--- src/rtl/mc_ctrl_fsm.sv ---
// Multi-cycle MIPS control FSM: sequences the shared PC/IR/A/B/ALUOut/MDR datapath
// through fetch, decode, execute, memory and write-back, stalling on mem_ready.
module mc_ctrl_fsm #(
  parameter int ST_W = 4
) (
  input  logic            clk,
  input  logic            rst_n,
  input  logic [5:0]      opcode,
  input  logic [5:0]      funct,
  input  logic            zero,
  input  logic            overflow,
  input  logic            mem_ready,
  output logic            mem_rd,
  output logic            MemWrite,
  output logic            IRWrite,
  output logic            PCWrite,
  output logic [1:0]      PCSource,
  output logic            ALUSrcA,
  output logic [1:0]      ALUSrcB,
  output logic [2:0]      ALUOp,
  output logic [1:0]      ExtOp,
  output logic            RegWrite,
  output logic [1:0]      RegDst,
  output logic [1:0]      MemtoReg,
  output logic            write_gpr30,
  output logic            illegal,
  output logic [ST_W-1:0] state
);

  typedef enum logic [3:0] {
    S_FETCH  = 4'd0,
    S_DECODE = 4'd1,
    S_EXE_R  = 4'd2,
    S_EXE_I  = 4'd3,
    S_MEMADR = 4'd4,
    S_MEMRD  = 4'd5,
    S_MEMWR  = 4'd6,
    S_WB_ALU = 4'd7,
    S_WB_MEM = 4'd8,
    S_BRANCH = 4'd9,
    S_JUMP   = 4'd10,
    S_JR     = 4'd11
  } state_t;

  localparam logic [5:0] OP_R     = 6'b000000;
  localparam logic [5:0] OP_J     = 6'b000010;
  localparam logic [5:0] OP_JAL   = 6'b000011;
  localparam logic [5:0] OP_BEQ   = 6'b000100;
  localparam logic [5:0] OP_ADDI  = 6'b001000;
  localparam logic [5:0] OP_ADDIU = 6'b001001;
  localparam logic [5:0] OP_ORI   = 6'b001101;
  localparam logic [5:0] OP_LUI   = 6'b001111;
  localparam logic [5:0] OP_LW    = 6'b100011;
  localparam logic [5:0] OP_SW    = 6'b101011;

  localparam logic [5:0] FN_SLL  = 6'b000000;
  localparam logic [5:0] FN_JR   = 6'b001000;
  localparam logic [5:0] FN_ADDU = 6'b100001;
  localparam logic [5:0] FN_SUBU = 6'b100011;
  localparam logic [5:0] FN_SLT  = 6'b101010;

  state_t r_state;
  state_t w_next;
  logic   r_ovf_q;

  logic       w_mem_rd, w_mem_write, w_ir_write, w_pc_write;
  logic [1:0] w_pc_source;
  logic       w_alu_src_a;
  logic [1:0] w_alu_src_b;
  logic [2:0] w_alu_op;
  logic [1:0] w_ext_op;
  logic       w_reg_write;
  logic [1:0] w_reg_dst;
  logic [1:0] w_mem_to_reg;
  logic       w_write_gpr30;
  logic       w_illegal;

  // State register and addi overflow latch (captured in EXE_I, consumed in WB_ALU)
  always_ff @(posedge clk or negedge rst_n) begin
    if (!rst_n) begin
      r_state <= S_FETCH;
      r_ovf_q <= 1'b0;
    end else begin
      r_state <= w_next;
      if (r_state == S_EXE_I) begin
        r_ovf_q <= overflow & (opcode == OP_ADDI);
      end else if (r_state == S_WB_ALU) begin
        r_ovf_q <= 1'b0;
      end else begin
        r_ovf_q <= r_ovf_q;
      end
    end
  end

  // Next-state and per-state datapath control decode
  always_comb begin
    w_next        = r_state;
    w_mem_rd      = 1'b0;
    w_mem_write   = 1'b0;
    w_ir_write    = 1'b0;
    w_pc_write    = 1'b0;
    w_pc_source   = 2'b00;
    w_alu_src_a   = 1'b0;
    w_alu_src_b   = 2'b00;
    w_alu_op      = 3'b000;
    w_ext_op      = 2'b00;
    w_reg_write   = 1'b0;
    w_reg_dst     = 2'b00;
    w_mem_to_reg  = 2'b00;
    w_write_gpr30 = 1'b0;
    w_illegal     = 1'b0;
    case (r_state)
      S_FETCH: begin
        w_mem_rd    = 1'b1;
        w_alu_src_b = 2'b01;
        w_ir_write  = mem_ready;
        w_pc_write  = mem_ready;
        if (mem_ready) begin
          w_next = S_DECODE;
        end else begin
          w_next = S_FETCH;
        end
      end
      S_DECODE: begin
        w_alu_src_b = 2'b11;
        w_ext_op    = 2'b01;
        case (opcode)
          OP_R: begin
            case (funct)
              FN_ADDU, FN_SUBU, FN_SLT, FN_SLL: w_next = S_EXE_R;
              FN_JR:                            w_next = S_JR;
              default: begin
                w_illegal = 1'b1;
                w_next    = S_FETCH;
              end
            endcase
          end
          OP_ORI, OP_LUI, OP_ADDI, OP_ADDIU: w_next = S_EXE_I;
          OP_LW, OP_SW:                      w_next = S_MEMADR;
          OP_BEQ:                            w_next = S_BRANCH;
          OP_J, OP_JAL:                      w_next = S_JUMP;
          default: begin
            w_illegal = 1'b1;
            w_next    = S_FETCH;
          end
        endcase
      end
      S_EXE_R: begin
        w_alu_src_a = 1'b1;
        case (funct)
          FN_SUBU: w_alu_op = 3'b001;
          FN_SLT:  w_alu_op = 3'b011;
          FN_SLL:  w_alu_op = 3'b101;
          default: w_alu_op = 3'b000;
        endcase
        w_next = S_WB_ALU;
      end
      S_EXE_I: begin
        w_alu_src_a = 1'b1;
        w_alu_src_b = 2'b10;
        case (opcode)
          OP_ORI: begin
            w_alu_op = 3'b010;
            w_ext_op = 2'b00;
          end
          OP_LUI: begin
            w_alu_op = 3'b000;
            w_ext_op = 2'b10;
          end
          OP_ADDI: begin
            w_alu_op = 3'b100;
            w_ext_op = 2'b01;
          end
          default: begin
            w_alu_op = 3'b000;
            w_ext_op = 2'b01;
          end
        endcase
        w_next = S_WB_ALU;
      end
      S_MEMADR: begin
        w_alu_src_a = 1'b1;
        w_alu_src_b = 2'b10;
        w_ext_op    = 2'b01;
        if (opcode == OP_SW) begin
          w_next = S_MEMWR;
        end else begin
          w_next = S_MEMRD;
        end
      end
      S_MEMRD: begin
        w_mem_rd = 1'b1;
        if (mem_ready) begin
          w_next = S_WB_MEM;
        end else begin
          w_next = S_MEMRD;
        end
      end
      S_MEMWR: begin
        w_mem_write = 1'b1;
        if (mem_ready) begin
          w_next = S_FETCH;
        end else begin
          w_next = S_MEMWR;
        end
      end
      S_WB_ALU: begin
        w_reg_write = 1'b1;
        // On addi overflow the datapath writes 1 to $30 and rt stays untouched
        if (r_ovf_q) begin
          w_write_gpr30 = 1'b1;
          w_reg_dst     = 2'b00;
        end else if (opcode == OP_R) begin
          w_reg_dst = 2'b01;
        end else begin
          w_reg_dst = 2'b00;
        end
        w_next = S_FETCH;
      end
      S_WB_MEM: begin
        w_reg_write  = 1'b1;
        w_mem_to_reg = 2'b01;
        w_next       = S_FETCH;
      end
      S_BRANCH: begin
        w_alu_src_a = 1'b1;
        w_alu_op    = 3'b001;
        w_pc_source = 2'b01;
        w_pc_write  = zero;
        w_next      = S_FETCH;
      end
      S_JUMP: begin
        w_pc_write  = 1'b1;
        w_pc_source = 2'b10;
        if (opcode == OP_JAL) begin
          w_reg_write  = 1'b1;
          w_reg_dst    = 2'b10;
          w_mem_to_reg = 2'b10;
        end else begin
          w_reg_write = 1'b0;
        end
        w_next = S_FETCH;
      end
      S_JR: begin
        w_pc_write  = 1'b1;
        w_pc_source = 2'b11;
        w_next      = S_FETCH;
      end
      default: begin
        w_next = S_FETCH;
      end
    endcase
  end

  // Every output is forced low while reset is asserted, without waiting for a clock
  assign mem_rd      = w_mem_rd & rst_n;
  assign MemWrite    = w_mem_write & rst_n;
  assign IRWrite     = w_ir_write & rst_n;
  assign PCWrite     = w_pc_write & rst_n;
  assign PCSource    = w_pc_source & {2{rst_n}};
  assign ALUSrcA     = w_alu_src_a & rst_n;
  assign ALUSrcB     = w_alu_src_b & {2{rst_n}};
  assign ALUOp       = w_alu_op & {3{rst_n}};
  assign ExtOp       = w_ext_op & {2{rst_n}};
  assign RegWrite    = w_reg_write & rst_n;
  assign RegDst      = w_reg_dst & {2{rst_n}};
  assign MemtoReg    = w_mem_to_reg & {2{rst_n}};
  assign write_gpr30 = w_write_gpr30 & rst_n;
  assign illegal     = w_illegal & rst_n;
  assign state       = rst_n ? ST_W'(r_state) : {ST_W{1'b0}};

endmodule

--- config.mk ---
export PLATFORM = sky130hd
export DESIGN_NAME = mc_ctrl_fsm
export DESIGN_NICKNAME = d
export VERILOG_FILES = /design/src/rtl/mc_ctrl_fsm.sv
export SDC_FILE = /design/constraint.sdc
export NUM_CORES = 1
export LEC_CHECK = 0
export BUFFER_PORTS_ARGS = -buffer_cell sky130_fd_sc_hd__buf_2
export CORE_UTILIZATION = 46
export DETAILED_ROUTE_END_ITERATION = 8
export GPL_TIMING_DRIVEN = 0
export PLACE_DENSITY = 0.9
export RECOVER_POWER = 50
export SLEW_MARGIN = 20
export SYNTH_ARGS = -nofsm -noshare
export SYNTH_HDL_FRONTEND = slang
export SYNTH_SLANG_ARGS = --single-unit
--- constraint.sdc ---
create_clock -name clk -period 2.1 [get_ports clk]
set_clock_uncertainty 0.15 [all_clocks]
set_input_delay 0.315 -clock clk [delete_from_list [all_inputs] [get_ports clk]]
set_output_delay 0.315 -clock clk [all_outputs]
set_load 0.01 [all_outputs]
# [Word-level counts from Yosys, hierarchy flattened]
# Cells that the tools add are included.
[totals] ff_bits=5 word_cells=92
[op_classes] eq_ne=24 n_mux=34 bitwise_logic=15 reduce_logical=17
[ops] op="$eq 6x4->1 const B" count=5
[ops] op="$eq 6x6->1 const B" count=5
[ops] op="$pmux 4 s6" count=1
[ops] op="$pmux 4 s5" count=1
[ops] op="$pmux 3 s3" count=2
[ops] op="$eq 4x3->1 const B" count=4
[ops] op="$eq 4x4->1 const B" count=4
[ops] op="$pmux 2 s2" count=4
[ops] op="$reduce_or 2->1" count=8
[ops] op="$mux 1" count=14
[ops] op="$eq 6x2->1 const B" count=2
[ops] op="$logic_not 6->1" count=2
[ops] op="$pmux 2 s3" count=2
[ops] op="$reduce_or 4->1" count=3
[ops] op="$and 2x2->2" count=5
[ops] op="$and 1x1->1" count=9
[ops] op="$reduce_or 9->1" count=1
[ops] op="$eq 4x2->1 const B" count=2
[ops] op="$mux 4" count=2
[ops] op="$pmux 4 s2" count=1
[ops] op="$eq 6x3->1 const B" count=1
[ops] op="$pmux 3 s2" count=1
[ops] op="$reduce_or 5->1" count=1
[ops] op="$eq 4x1->1 const B" count=1
[ops] op="7 further kinds" count=9

# [Longest topological paths before layout]
[logic_depth] word_depth=6 depth_mapped=5

# [Least setup slack after synthesis]
# OpenSTA, ideal clock, no wires.
[synth_path] kind="input -> output" from="in opcode[2]" to="out RegWrite" arrival_time_ns=1.661 t_required_ns=1.635 setup_slack_ns=-0.026 stages=3 path_buffers=0 path_cell_list="or4_4 > or4_1 > a21oi_1"
[synth_via] elab_chain_cells=4
[synth_lines] item="from (decl)" line="8" rtl="input logic [5:0] opcode,"
[synth_lines] item="$eq 6x2->1" line="235" rtl="if (opcode == OP_JAL) begin"
[synth_lines] item="$mux 1" line="235"
[synth_lines] item="$pmux 1 s2" line="112" rtl="case (r_state)"
[synth_lines] item="$and 1x1->1" line="265" rtl="assign RegWrite = w_reg_write & rst_n;"
[synth_lines] item="to (decl)" line="22" rtl="output logic RegWrite,"
# No other way between the ends.

# [Final worst setup path]
[layout_path] from="reg r_state[0]" to="out ExtOp[1]"
[layout_via] elab_chain_cells=4 elab_cells_between_ends=6 cone_classes="3 x eq/ne; 1 x mux; 1 x bitwise; 1 x reduce/logical"
[layout_lines] item="from (decl)" line="62" rtl="state_t r_state;"
[layout_lines] item="from (signal assigned)" line="84" rtl="r_state <= w_next;"
[layout_lines] item="$eq 4x3->1 or $eq 4x1->1 (tied branches)" line="112"
[layout_lines] item="$reduce_or 2->1 (no source line)"
[layout_lines] item="$pmux 2 s2 *" line="112"
[layout_lines] item="$and 2x2->2 *" line="264" rtl="assign ExtOp = w_ext_op & {2{rst_n}};"
[layout_lines] item="to (decl)" line="21" rtl="output logic [1:0] ExtOp,"
# Mark *: on every way between the ends. The rest lies on a longest branch, timed or not.

==> impl_metrics.py <==
metrics = {
    "status": {
        "status": "finished, violations left",
        "violations": "negative setup slack",
    },
    "clock_network": {
        "numClockSinks": 5,
        "cts_tree": "done",
        "cts_buffers": 3,
        "clkTransAtPathRegs_ns": 0.05,
        "cts_buffer_depth": 2,
        "cts_root_buf": "clkbuf_4",
        "h-tree-depth": 1,
        "clock_latency_ns": 0.26,
    },
    "timing": {
        "grt_setup_unrepaired": "yes",
        "final.setup.worst_slack_ns": -0.177,
        "finalHoldViolations": 0,
        "setup_viol": 14,
        "relSlewSlack_pct": 62.2,
        "fin_crit_sh_pct": 108,
        "finalMaxSlewViolations": 0,
        "worst_pin_slew_ns": 0.562,
        "period_needed_ns": 2.28,
        "max_freq_ghz": 0.439,
    },
    "final_layout": {
        "area_growth_pct": 53.0,
        "final_nets": 213,
        "fin_area_mm2": 0.00138,
        "fillers": 115,
        "layout-drive-gt1-share_pct": 42.6,
        "antennaDiodeCount": 0,
    },
    "synth": {
        "yosys_register_bits": 5,
        "synth_ff_type": "dfrtp_1",
        "async_flop_share_pct": 100,
        "syn_inst": 138,
        "yosysUniqueCellTypes": 44,
        "yosysWarningCount": 0,
        "syn-num-nets": 155,
        "synth_edf_count": 0,
        "yosysSeqAreaShare_pct": 13.9,
        "avgSynthCellArea_um2": 6.52,
        "netlist_area_um2": 900,
    },
    "global_route": {
        "grt_util_all_layers_pct": 35.2,
        "grt_pass1_wl_um": 5310,
        "grt_start_max_net_pins": 11,
        "antenna_found_initial": 0,
        "grt_pass1_vias": 1147,
        "grt_overflow": 0,
    },
    "critical_path": {
        "crit_fanout": 11,
        "crit_arrival_ns": 1.81,
        "cp-start-kind": "register",
        "path_class": "register to primary output",
        "cp-end-kind": "primary output",
        "cp.required_ns": 1.63,
    },
    "power": {
        "finalPower_w": 0.00119,
        "ir_worst_vdd_uv": 605,
        "powerDensity_mw_per_mm2": 861,
        "p_leak_nw": 0.636,
    },
    "drt": {
        "wl_per_cell_um": 17.4,
        "vias_per_cell": 6.45,
        "first_iter_violations": 150,
        "wl_um": 3830,
        "drc_errors": 0,
        "num_vias": 1420,
        "ant_nets": 0,
        "first_pass_iters": 4,
    },
    "die": {
        "die_w_um": 46.2,
        "die_area_mm2": 0.00214,
        "core_area_mm2": 0.00178,
        "ios": 42,
        "num_rows": 15,
        "initial_core_util_pct": 50.5,
        "fp.dieH_um": 46.2,
    },
    "placement": {
        "hpwl_um": 2260,
        "place_congestion": 0.939,
        "port-buffer-count": 41,
        "placed_cell_area_mm2": 0.00115,
    },
    "job": {
        "drv_cap": 0,
    },
    "worst_hold_path": {
        "hp-class": "primary input to register",
    },
}
==> timing repair <==
action                                  CTS  global route
buffers inserted                          8             7
pin swaps                                 9             5
hold endpoints to repair                  5             0
cloned                                    0             0
endpoints found under the setup margin   16            13
hold buffers                              1             0
resized for setup                        16            16
==> metrics by stage <==
stage                     util [%]  hold slack, ns  instances  setup slack, ns  TNS [ns]
after floorplan                  -          -0.131        138         0.000753         0
after global placement        64.3          0.0347        204           -0.269     -1.16
after detailed placement      64.3          0.0426        204           -0.258     -1.37
after CTS                     72.6           0.141        214           -0.184    -0.565
after global routing          77.2           0.143        220           -0.197     -1.68
final                         77.2           0.140        220           -0.177     -1.44
==> kinds of logic after synthesis <==
logic type | Yosys count | share of synthesized area [%]
multiplexers | 1 | 1.11
AO/OA/AOI/OAI | 34 | 27.4
adder cells (fa/ha/maj) | 1 | 1.11
buffers and inverters | 14 | 5.84
XOR/XNOR | 2 | 1.95
AND/OR/NAND/NOR | 81 | 48.7
flip-flops | 5 | 13.9
==> registers in the layout (all words and copies together) (netlist names) <==
register	cells
r_ovf_q	1
r_state	4
==> per-layer routing <==
metal / vias to the layer above / wire, um / GRT usage (%)
met5: - / 0 / 0
met4: 0 / 249 / 24.1
met3: 26 / 464 / 6.67
met2: 160 / 1710 / 56.9
met1: 608 / 1410 / 41.6
li1: 626 / - / -
==> cells in the final DEF, fill, tap and decap left out, types with 2 or more instances in the layout <==
cell type  instances
and3_1             2
o31a_1             2
clkbuf_4           3
dfrtp_2            4
clkbuf_1           4
nor2_2             2
nor2b_1            3
buf_4             15
or2_2              2
o21a_1             3
buf_6              3
xor2_1             2
buf_2             37
and2_1             2
nor4_1             3
inv_1              5
nor3_1             7
nand2_1           13
nor2_1            17
o311a_1            2
o21ai_0            2
nand4b_1           2
nand3_1            4
or4_4              3
nand2b_1           9
a31oi_1            3
o21bai_1           2
a21oi_1            6
==> cell usage after synthesis (2+ instances only) <==
library cell	n	area, um^2
o21ai_0	2	10.0
nor2b_1	4	25.0
dfrtp_1	5	125
inv_1	5	18.8
and3_1	2	12.5
nand4b_1	2	17.5
o21bai_1	2	15.0
and2_1	2	12.5
or4_1	3	22.5
nor3_1	7	35.0
o311a_1	2	20.0
o31a_1	2	17.5
nor4_1	5	31.3
o21a_1	3	22.5
nand2_1	14	52.6
nor2_1	19	71.3
a311oi_1	2	17.5
or2_2	2	12.5
nand3_1	4	20.0
clkbuf_1	8	30.0
xor2_1	2	17.5
nand2b_1	11	68.8
a21oi_1	7	35.0
a31oi_1	3	18.8
==> path summary, 6_finish.rpt <==
path                                      start              endpoint  slack, ns  cells after the start
setup / recovery           r_state[0]$_DFF_PN0_              ExtOp[1]      -0.18                      4
hold / removal                         overflow   r_ovf_q$_DFFE_PN0P_       0.14                      3
setup reg to reg           r_state[1]$_DFF_PN0_   r_ovf_q$_DFFE_PN0P_      -0.09                     13
hold reg to reg             r_ovf_q$_DFFE_PN0P_   r_ovf_q$_DFFE_PN0P_       0.42                      2
max in group asynchronous                 rst_n  r_state[0]$_DFF_PN0_       0.95                      2
min in group asynchronous                 rst_n   r_ovf_q$_DFFE_PN0P_       0.62                      2
==> cell type report <==
cell class              instances  area [um^2]  area share [%]
multi-input cells             119          792            57.5
repair buffers                 57          354            25.7
flip-flops and latches          5          130            9.45
well taps                      25         31.3            2.27
clock buffers                   3         22.5            1.64
plain buffers                   5         22.5            1.64
inverters                       5         18.8            1.36
clock inverters                 1         5.00           0.364
==> where the power goes <==
part	internal [W]	switching, W	leakage (nW)
Clock	0.0000698	0.0000539	0.0177
Combinational	0.000341	0.000490	0.558
Sequential	0.000137	0.0000942	0.0603
Total	0.000547	0.000638	0.636
==> worst max-delay path, cell delays in order, from the launching register on <==
cell and delay [ns]:
dfrtp_2 0.42, clkbuf_1 0.47, nand2_1 0.20, nor4_1 0.28, buf_2 0.17
Power figures use the tool's default switching activity.
